--- config.mk ---
export PLATFORM = sky130hd
export DESIGN_NAME = heater_mode_ctrl
export DESIGN_NICKNAME = d
export VERILOG_FILES = /design/src/rtl/heater_pkg.sv /design/src/rtl/heater_timer.sv /design/src/rtl/heater_mode_ctrl.sv
export SDC_FILE = /design/constraint.sdc
export NUM_CORES = 1
export LEC_CHECK = 0
export ABC_CLOCK_PERIOD_IN_PS = 9700
export CAP_MARGIN = 30
export CORE_MARGIN = 2
export CORE_UTILIZATION = 50
export DETAILED_ROUTE_END_ITERATION = 10
export PLACE_DENSITY = 0.75
export SLEW_MARGIN = 25
export SYNTH_ARGS = -nofsm -noshare
export SYNTH_HDL_FRONTEND = slang
export SYNTH_SLANG_ARGS = --single-unit
--- constraint.sdc ---
create_clock -name clk -period 9.7 [get_ports clk]
set_input_delay 0.97 -clock clk [delete_from_list [all_inputs] [get_ports clk]]
set_output_delay 0.97 -clock clk [all_outputs]
set_load 0.05 [all_outputs]
--- src/rtl/heater_pkg.sv ---
// rtl/heater_pkg.sv - mode, key-index and heat-level constants shared by the heater sequencer
package heater_pkg;

  typedef logic [2:0] mode_t;

  localparam mode_t MODE_OFF  = 3'd0;
  localparam mode_t MODE_VENT = 3'd1;
  localparam mode_t MODE_HLO  = 3'd2;
  localparam mode_t MODE_HHI  = 3'd3;
  localparam mode_t MODE_DRY  = 3'd4;
  localparam mode_t MODE_COOL = 3'd5;

  localparam int KEY_OFF   = 0;
  localparam int KEY_LIGHT = 1;
  localparam int KEY_VENT  = 2;
  localparam int KEY_HLO   = 3;
  localparam int KEY_HHI   = 4;
  localparam int KEY_TPLUS = 5;
  localparam int KEY_TCLR  = 6;
  localparam int KEY_DRY   = 7;

  localparam logic [1:0] HEAT_NONE = 2'd0;
  localparam logic [1:0] HEAT_LOW  = 2'd1;
  localparam logic [1:0] HEAT_HIGH = 2'd2;

  function automatic logic is_heat_mode(input mode_t m);
    return (m == MODE_HLO) || (m == MODE_HHI) || (m == MODE_DRY);
  endfunction

endpackage

--- src/rtl/heater_timer.sv ---
// rtl/heater_timer.sv - saturating seconds counter with load/add/clear/decrement and zero-crossing pulse
module heater_timer #(
  parameter int TW     = 12,
  parameter int STEP_S = 300,
  parameter int MAX_S  = 3600
) (
  input  logic          clk,
  input  logic          rst,
  input  logic          clr,
  input  logic          load,
  input  logic [TW-1:0] load_val,
  input  logic          add,
  input  logic          dec,
  output logic [TW-1:0] count,
  output logic          expire
);

  logic [TW-1:0] base;
  logic [TW:0]   sum;

  // An add in the same cycle as a load stacks on top of the loaded value.
  assign base   = load ? load_val : count;
  assign sum    = {1'b0, base} + (TW+1)'(STEP_S);
  assign expire = dec && (count == TW'(1));

  always_ff @(posedge clk) begin
    if (rst)
      count <= '0;
    else if (clr)
      count <= '0;
    else if (add)
      count <= (sum > (TW+1)'(MAX_S)) ? TW'(MAX_S) : sum[TW-1:0];
    else if (load)
      count <= load_val;
    else if (dec && (count != '0))
      count <= count - TW'(1);
  end

endmodule

--- src/rtl/heater_mode_ctrl.sv ---
// rtl/heater_mode_ctrl.sv - bath heater mode sequencer with countdown and forced cool-down
// Optional expiry alarm enabled by defining HEATER_ALARM_EN.
module heater_mode_ctrl
  import heater_pkg::*;
#(
  parameter int DEF_MIN  = 15,
  parameter int MAX_MIN  = 60,
  parameter int STEP_MIN = 5,
  parameter int COOL_S   = 30,
  parameter int TW       = 12
) (
  input  logic          clk,
  input  logic          rst,
  input  logic          tick_1hz,
  input  logic [7:0]    key,
  output logic [2:0]    mode,
  output logic          light_on,
  output logic          vent_on,
  output logic [1:0]    heat_lvl,
  output logic [TW-1:0] remain_s,
  output logic          alarm
);

  localparam logic [TW-1:0] DEF_LD  = TW'(DEF_MIN * 60);
  localparam logic [TW-1:0] COOL_LD = TW'(COOL_S);

  mode_t         mode_n;
  logic          any_key;
  logic          mk_off;
  logic          mk_sel;
  mode_t         mk_tgt;
  logic          t_clr;
  logic          t_load;
  logic [TW-1:0] t_load_val;
  logic          t_add;
  logic          t_dec;
  logic          t_expire;

  assign any_key = |key;
  // Any key pulse, even the light key, swallows a coincident tick.
  assign t_dec   = tick_1hz && !any_key && (mode != MODE_OFF);

  heater_timer #(
    .TW     (TW),
    .STEP_S (STEP_MIN * 60),
    .MAX_S  (MAX_MIN * 60)
  ) u_timer (
    .clk      (clk),
    .rst      (rst),
    .clr      (t_clr),
    .load     (t_load),
    .load_val (t_load_val),
    .add      (t_add),
    .dec      (t_dec),
    .count    (remain_s),
    .expire   (t_expire)
  );

  always_ff @(posedge clk) begin
    if (rst) begin
      mode     <= MODE_OFF;
      light_on <= 1'b0;
    end else begin
      mode <= mode_n;
      if (key[KEY_LIGHT])
        light_on <= !light_on;
    end
  end

  always_comb begin
    mk_off = 1'b0;
    mk_sel = 1'b1;
    mk_tgt = MODE_OFF;
    if (key[KEY_OFF]) begin
      mk_off = 1'b1;
      mk_sel = 1'b0;
    end else if (key[KEY_VENT])
      mk_tgt = MODE_VENT;
    else if (key[KEY_HLO])
      mk_tgt = MODE_HLO;
    else if (key[KEY_HHI])
      mk_tgt = MODE_HHI;
    else if (key[KEY_DRY])
      mk_tgt = MODE_DRY;
    else
      mk_sel = 1'b0;
  end

  always_comb begin
    mode_n     = mode;
    t_clr      = 1'b0;
    t_load     = 1'b0;
    t_load_val = '0;
    t_add      = 1'b0;

    if (mk_off || (mk_sel && (mk_tgt == mode))) begin
      if (is_heat_mode(mode)) begin
        mode_n     = MODE_COOL;
        t_load     = 1'b1;
        t_load_val = COOL_LD;
      end else if (mode == MODE_VENT) begin
        mode_n = MODE_OFF;
        t_load = 1'b1;
      end
    end else if (mk_sel) begin
      mode_n = mk_tgt;
      if (remain_s == '0) begin
        t_load     = 1'b1;
        t_load_val = DEF_LD;
      end
    end

    // Timer keys act on the mode the mode key just selected; a clear while running is an expiry.
    if (mode_n != MODE_COOL) begin
      if (key[KEY_TCLR]) begin
        if (is_heat_mode(mode_n)) begin
          mode_n     = MODE_COOL;
          t_load     = 1'b1;
          t_load_val = COOL_LD;
        end else begin
          mode_n = MODE_OFF;
          t_clr  = 1'b1;
        end
      end else if (key[KEY_TPLUS]) begin
        t_add = 1'b1;
      end
    end

    if (t_expire) begin
      if (is_heat_mode(mode)) begin
        mode_n     = MODE_COOL;
        t_load     = 1'b1;
        t_load_val = COOL_LD;
      end else begin
        mode_n = MODE_OFF;
      end
    end
  end

  always_comb begin
    vent_on  = 1'b0;
    heat_lvl = HEAT_NONE;
    case (mode)
      MODE_VENT, MODE_COOL: vent_on = 1'b1;
      MODE_HLO, MODE_DRY: begin
        vent_on  = 1'b1;
        heat_lvl = HEAT_LOW;
      end
      MODE_HHI: begin
        vent_on  = 1'b1;
        heat_lvl = HEAT_HIGH;
      end
      default: ;
    endcase
  end

`ifdef HEATER_ALARM_EN
  logic [1:0] alarm_cnt;

  always_ff @(posedge clk) begin
    if (rst)
      alarm_cnt <= 2'd0;
    else if (any_key)
      alarm_cnt <= 2'd0;
    else if (t_expire)
      alarm_cnt <= 2'd3;
    else if (tick_1hz && (alarm_cnt != 2'd0))
      alarm_cnt <= alarm_cnt - 2'd1;
  end

  assign alarm = (alarm_cnt != 2'd0);
`else
  assign alarm = 1'b0;
`endif

endmodule
Yosys cells after proc, flatten, opt, wreduce, memory -nomap -nowiden
Index checks and enable logic that the tools add are counted.
Widths: inputs -> output; s select.
- register bits after elaboration: 16
- bits of input ports: 11
- logic and storage cells: 89
- output and inout bits: 20
- eq/ne operators: 11
- order comparisons: 1
- $add $sub $neg: 2
- mux-type cells: 52
- reduce and logical (&&, ||, !) cells: 20
- operators with widths (kind ; count):
    $mux 12 ; 11
    $mux 3 ; 14
    $mux 1 ; 23
    $mux 10 ; 2
    $add 12x9->13 const B ; 1
    $gt 13x12->1 const B ; 1
    $eq 12x1->1 const B ; 1
    $eq 3x2->1 const B ; 4
    $logic_not 12->1 ; 1
    $reduce_bool 12->1 ; 1
    $sub 12x1->12 const B ; 1
    $eq 3x3->1 const B ; 3
    $reduce_or 8->1 ; 1
    $reduce_bool 3->1 ; 2
    $logic_and 1x1->1 ; 5
    $logic_or 1x1->1 ; 5
    $mux 5 ; 1
    $reduce_or 5->1 ; 1
    $pmux 2 s2 ; 1
    $reduce_or 2->1 ; 2
    $eq 3x1->1 const B ; 1
    $eq 3x3->1 ; 1
    $ne 3x3->1 const B ; 1
    $logic_not 1->1 ; 2

Logic depth before layout (Yosys ltp)
- depth after elaboration: 22
- depth in mapped cells: 18
- depth with buffers taken out: 18

Modules after synthesis
A second synthesis with hierarchy kept.
- cells, all modules: 299
- area total of the unflattened synthesis: 2220.9 µm²
- by module, submodules not included (module ; area each (µm²) ; sequential area each (µm²) ; instances ; cells each):
    heater_timer ; 1587.8 ; 240.2 ; 1 ; 207
    heater_mode_ctrl ; 633.1 ; 80.1 ; 1 ; 92

Least setup slack after synthesis
No wires, ideal clock.
- path type: in2reg
- from: input key[4]
- to: register u_timer.count[4]
- setup time: 0.115 ns
- buffers on the path: 1
- data required time: 9.585 ns
- stages on the path: 17
- data arrival time: 4.609 ns
- setup slack: 4.977 ns
- cell sequence: buf_6 -> o21ba_1 -> a22o_1 -> o211a_2 -> o31a_4 -> a41oi_2 -> nand2_2 -> a211oi_1 -> ha_1 -> inv_1 -> a221oi_2 -> nor3_1 -> mux2i_1 -> a2111o_1 -> o2111ai_2 -> a31oi_4 -> o21a_1
- longest elaborated chain between the ends: 21
- elaborated cells on any way between the ends: 51
- those cells by class: add/sub: 1; order compare: 1; eq/ne: 5; mux: 32; reduce/logical: 12
- RTL lines (item ; line ; text):
    from (decl) ; heater_mode_ctrl.sv:15 ; input logic [7:0] key,
    $mux 3 ; heater_mode_ctrl.sv:81 ; else if (key[KEY_HHI])
    $mux 3 ; heater_mode_ctrl.sv:79 ; else if (key[KEY_HLO])
    $mux 3 ; heater_mode_ctrl.sv:77 ; end else if (key[KEY_VENT])
    $mux 3 ; heater_mode_ctrl.sv:74 ; if (key[KEY_OFF]) begin
    $eq 3x3->1 ; heater_mode_ctrl.sv:96 ; if (mk_off || (mk_sel && (mk_tgt == mode))) begin
    $logic_and 1x1->1 ; heater_mode_ctrl.sv:96 ;
    $logic_or 1x1->1 ; heater_mode_ctrl.sv:96 ;
    $mux 3 ; heater_mode_ctrl.sv:96 ;
    (+5 left out) ; -- ;
    $mux 12 or $mux 1 (tied branches) ; heater_mode_ctrl.sv:114 ; if (mode_n != MODE_COOL) begin
    $mux 12 or $mux 1 (tied branches) ; heater_mode_ctrl.sv:130 ; if (is_heat_mode(mode)) begin
    $mux 12 or $mux 1 (tied branches) ; heater_mode_ctrl.sv:129 ; if (t_expire) begin
    $mux 12 ; heater_timer.sv:22 ; assign base = load ? load_val : count;
    $add 12x9->13 ; heater_timer.sv:23 ; assign sum = {1'b0, base} + (TW+1)'(STEP_S);
    $gt 13x12->1 ; heater_timer.sv:32 ; count <= (sum > (TW+1)'(MAX_S)) ? TW'(MAX_S) : sum[TW-1:0];
    $mux 12 ; heater_timer.sv:32 ;
    $mux 12 ; heater_timer.sv:31 ; else if (add)
    to (signal assigned) ; heater_timer.sv:32 ;
    to (signal assigned) ; heater_timer.sv:34 ; count <= load_val;
    to (signal assigned) ; heater_timer.sv:36 ; count <= count - TW'(1);
    to (decl) ; heater_timer.sv:14 ; output logic [TW-1:0] count,
Parallel ways exist; a longest one is shown, timed or not.
A chain may end at the register's enable or synchronous reset.

Worst setup path in the final report
- from: input key[0]
- to: register u_timer.count[3]
- longest elaborated chain between the ends: 18
- elaborated cells on any way between the ends: 46
- those cells by class: add/sub: 1; order compare: 1; eq/ne: 5; mux: 27; reduce/logical: 12
- RTL lines (item ; line ; text):
    $mux 3 ; heater_mode_ctrl.sv:74 ;
    $eq 3x3->1 ; heater_mode_ctrl.sv:96 ;
    $logic_and 1x1->1 ; heater_mode_ctrl.sv:96 ;
    $logic_or 1x1->1 ; heater_mode_ctrl.sv:96 ;
    $mux 3 ; heater_mode_ctrl.sv:96 ;
    $eq 3x2->1 ; heater_pkg.sv:27 ; return (m == MODE_HLO) || (m == MODE_HHI) || (m == MODE_DRY);
    $logic_or 1x1->1 (2 in a row) ; heater_pkg.sv:27 ;
    $mux 12 or $mux 1 (tied branches) ; heater_mode_ctrl.sv:116 ; if (is_heat_mode(mode_n)) begin
    $mux 12 or $mux 1 (tied branches) ; heater_mode_ctrl.sv:115 ; if (key[KEY_TCLR]) begin
    $mux 12 or $mux 1 (tied branches) ; heater_mode_ctrl.sv:114 ;
    $mux 12 or $mux 1 (tied branches) ; heater_mode_ctrl.sv:130 ;
    $mux 12 or $mux 1 (tied branches) ; heater_mode_ctrl.sv:129 ;
    $mux 12 ; heater_timer.sv:22 ;
    $add 12x9->13 ; heater_timer.sv:23 ;
    $gt 13x12->1 ; heater_timer.sv:32 ;
    $mux 12 ; heater_timer.sv:32 ;
    $mux 12 ; heater_timer.sv:31 ;
Parallel ways exist; a longest one is shown, timed or not.

==> results_dict.tcl <==
set metrics [dict create \
    netlist.area_leader.share_pct 14.2 \
    layoutNonFillerInstCount 362 \
    cts.sinks 16 \
    place.gp.congestion 1.02 \
    final_util_pct 58.6 \
    multi_input_area_sq_um 1760 \
    end_kind "flip-flop" \
    clockRootBuffer "clkbuf_8" \
    synth_top_family_by_area "compound AO/OA/AOI/OAI gates" \
    slowest_delay_ps 880 \
    max-vdd-ir-drop_mv 0.106 \
    synth.area.mux_share_pct 0.942 \
    grt_pass1_wl_mm 10.7 \
    fp.dieH_um 71.2 \
    synthFlopType "dfxtp_1" \
    fillers 399 \
    syn_avg_cell_area_sq_um 7.57 \
    cts_made_buffers 3 \
    cts.path.max_buffers 2 \
    syn_area_sq_um 2260 \
    worst_r2r_path_depth 16 \
    setup_viol 0 \
    place_inst 358 \
    p_leak_nw 0.930 \
    cts_resized 0 \
    synth_most_common_cell "nor2_1" \
    coreArea_sq_um 4350 \
    worstHoldPathCells 2 \
    rrSetupSlack_ps 5000 \
    worst_ep_arrival_time_ps 5620 \
    cellPowerDensity_nw_per_um2 169 \
    ys_top_cells_by_count "nor2_1, a21oi_1, nand2_1, dfxtp_1, o21ai_0" \
    synthArstFlopShare_pct 0 \
    yosysSeqAreaShare_pct 14.2 \
    die-area_sq_um 5070 \
    die_w_um 71.2 \
    cap_violations 0 \
    drc 0 \
    synth_warnings 0 \
    vias 2331 \
    postCtsSetupBuffers 0 \
    seqCellArea_sq_um 320 \
    grt_max_degree 18 \
    status "complete, no violations" \
    start_util_pct 51.8 \
    grt-ovfl-total 0 \
    grt_pass1_vias 2067 \
    initialDrtViolationCount 312 \
    rsz0062_at_grt "false" \
    antenna_found_initial 0 \
    synth.distinct_cells 80 \
    worstPathCellList "clkdlybuf4s50_1, nor4_2, a22o_1, o211a_2, o31a_4, a41oi_2, nand2_2, a211oi_1, ha_1, inv_1, a221oi_2, nor3_1, mux2i_1, a2111o_1, o2111ai_2, a31oi_4, o41ai_2" \
    finalHoldViolations 0 \
    crit_cells 17 \
    clk-insertion-delay-late_ps 260 \
    slew_headroom_pct 43.9 \
    synth-simple-area-share_pct 32.1 \
    hpwl_mm 4.83 \
    grt_usage_pct 26.3 \
    worst_pin_slew_ps 838 \
    io_buffers 29 \
    ant_nets 0 \
    synthToLayoutAreaGrowth_pct 13.0 \
    placed_cell_area_sq_um 2500 \
    clk_pin_slew_worst_paths_ps 80 \
    crit_fanout 15 \
    clock_skew_ps 5.76 \
    period_share_pct 56.2 \
    fin_crit_ps 5450 \
    cp.required_ps 9870 \
    synth-compound-area-share_pct 37.7 \
    io_pins 31 \
    crit_family "compound AO/OA/AOI/OAI gates" \
    cts_tree "built" \
    wirelength_mm 6.43 \
    synth_area_leaders "dfxtp_1, a21oi_1, xnor2_1, nor2_1, o21ai_0" \
    slew_viol_final 0 \
    synthCells 298 \
    critPathLaunchType "input port" \
    cp_slowest_cell "clkdlybuf4s50_1" \
    post_drt_wl_per_cell_um 17.8 \
    synth_fa_ha_area_share_pct 2.22 \
    fmax_mhz 184 \
    htree_levels 1 \
    drive_above_1_share_pct 10.6 \
    final_area_sq_um 2550 \
    final_nets 326 \
    via_per_inst 6.44 \
    tns_ps 0 \
    ys_ff_latch 16 \
    synth_xor_xnor_area_share_pct 5.04 \
    syn-num-nets 313 \
    cts_hold_buffers 0 \
    synth_edf_count 0 \
    yosys.area.top_type "dfxtp_1" \
    antenna_cells 0 \
    path_class "in2reg" \
    hold_path.class "reg2reg" \
    worstPathBufferInverterCount 2 \
    row_count 24 \
    firstDrtPassIters 5 \
]
[layout by cell type, fill, tap and decap left out, types with 5 or more instances in the layout]
cell             count
clkdlybuf4s50_1     29
and2_1               6
dfxtp_1             16
nand3_1             13
nor2_1              25
nor2b_1              6
inv_1               13
o21a_1               6
nor3_1               9
o21ai_0             14
and3_1               5
a21oi_1             21
nand2_1             17
nand2b_1             5
o21ai_1              7
xnor2_1             11
nor4_1               6
[path summary, 6_finish.rpt]
| kind | endpoint | start |
|---|---|---|
| max | u_timer.count[3] | key[0] |
| min | light_on | light_on |
| max reg2reg | u_timer.count[3] | mode[2] |
| min reg2reg | light_on | light_on |
[metrics by stage]
| step | setup WS, ps | hold slack (ps) | power, mW |
|---|---|---|---|
| 2_1_floorplan | 4980 | 737 | 0.301 |
| 3_3_place_gp | 4140 | 503 | 0.362 |
| 3_5_place_dp | 4050 | 515 | 0.361 |
| 4_1_cts | 4310 | 532 | 0.426 |
| 5_1_grt | 3990 | 580 | 0.462 |
| 6_report | 4250 | 543 | 0.431 |
[routing by layer]
| layer | global-route usage, % | up-vias | share of wire (%) | wire, um |
|---|---|---|---|---|
| met5 | 0 | - | 0 | 0 |
| met4 | 7.13 | 0 | 2.1 | 134 |
| met3 | 3.56 | 12 | 8.5 | 548 |
| met2 | 37.8 | 100 | 42 | 2690 |
| met1 | 40.6 | 1072 | 47 | 3050 |
| li1 | - | 1147 | - | - |
[state kept, by name, indices dropped and copies added, names as in the netlist]
name,cells
light_on,1
mode,3
u_timer.count,12
[worst register-to-register path, cell delays in order, from the launching register on]
cell and delay, ps:
dfxtp_1 680, nor2b_1 200, a22o_1 270, o211a_2 290
o31a_4 370, a41oi_2 190, nand2_2 150, a211oi_1 310
ha_1 300, inv_1 100, a221oi_2 330, nor3_1 110
mux2i_1 150, a2111o_1 430, o2111ai_2 260, a31oi_4 190
o41ai_2 240
[power breakdown]
part	internal (mW)	switching, mW	total, mW
registers	0.0741	0.0237	0.0979
logic	0.104	0.165	0.269
clock network	0.0362	0.0287	0.0649
total	0.214	0.217	0.431
[final cells by class]
cell class | instances | share of cell area (%)
inverter | 13 | 1.91
clock buffer | 4 | 2.16
multi-input combinational | 247 | 69.2
tap | 52 | 2.55
timing repair buffer | 30 | 11.7
sequential | 16 | 12.6
[cell families after synthesis]
kind of cell               after synthesis
and+or+nand+nor                        121
AOI/OAI and AO/OA                      106
buffers and inverters                   35
DFF                                     16
xor gates and xnor gates                13
adders and majority gates                4
muxes                                    2
other                                    1
No activity file was read; power rests on OpenSTA's default activity.
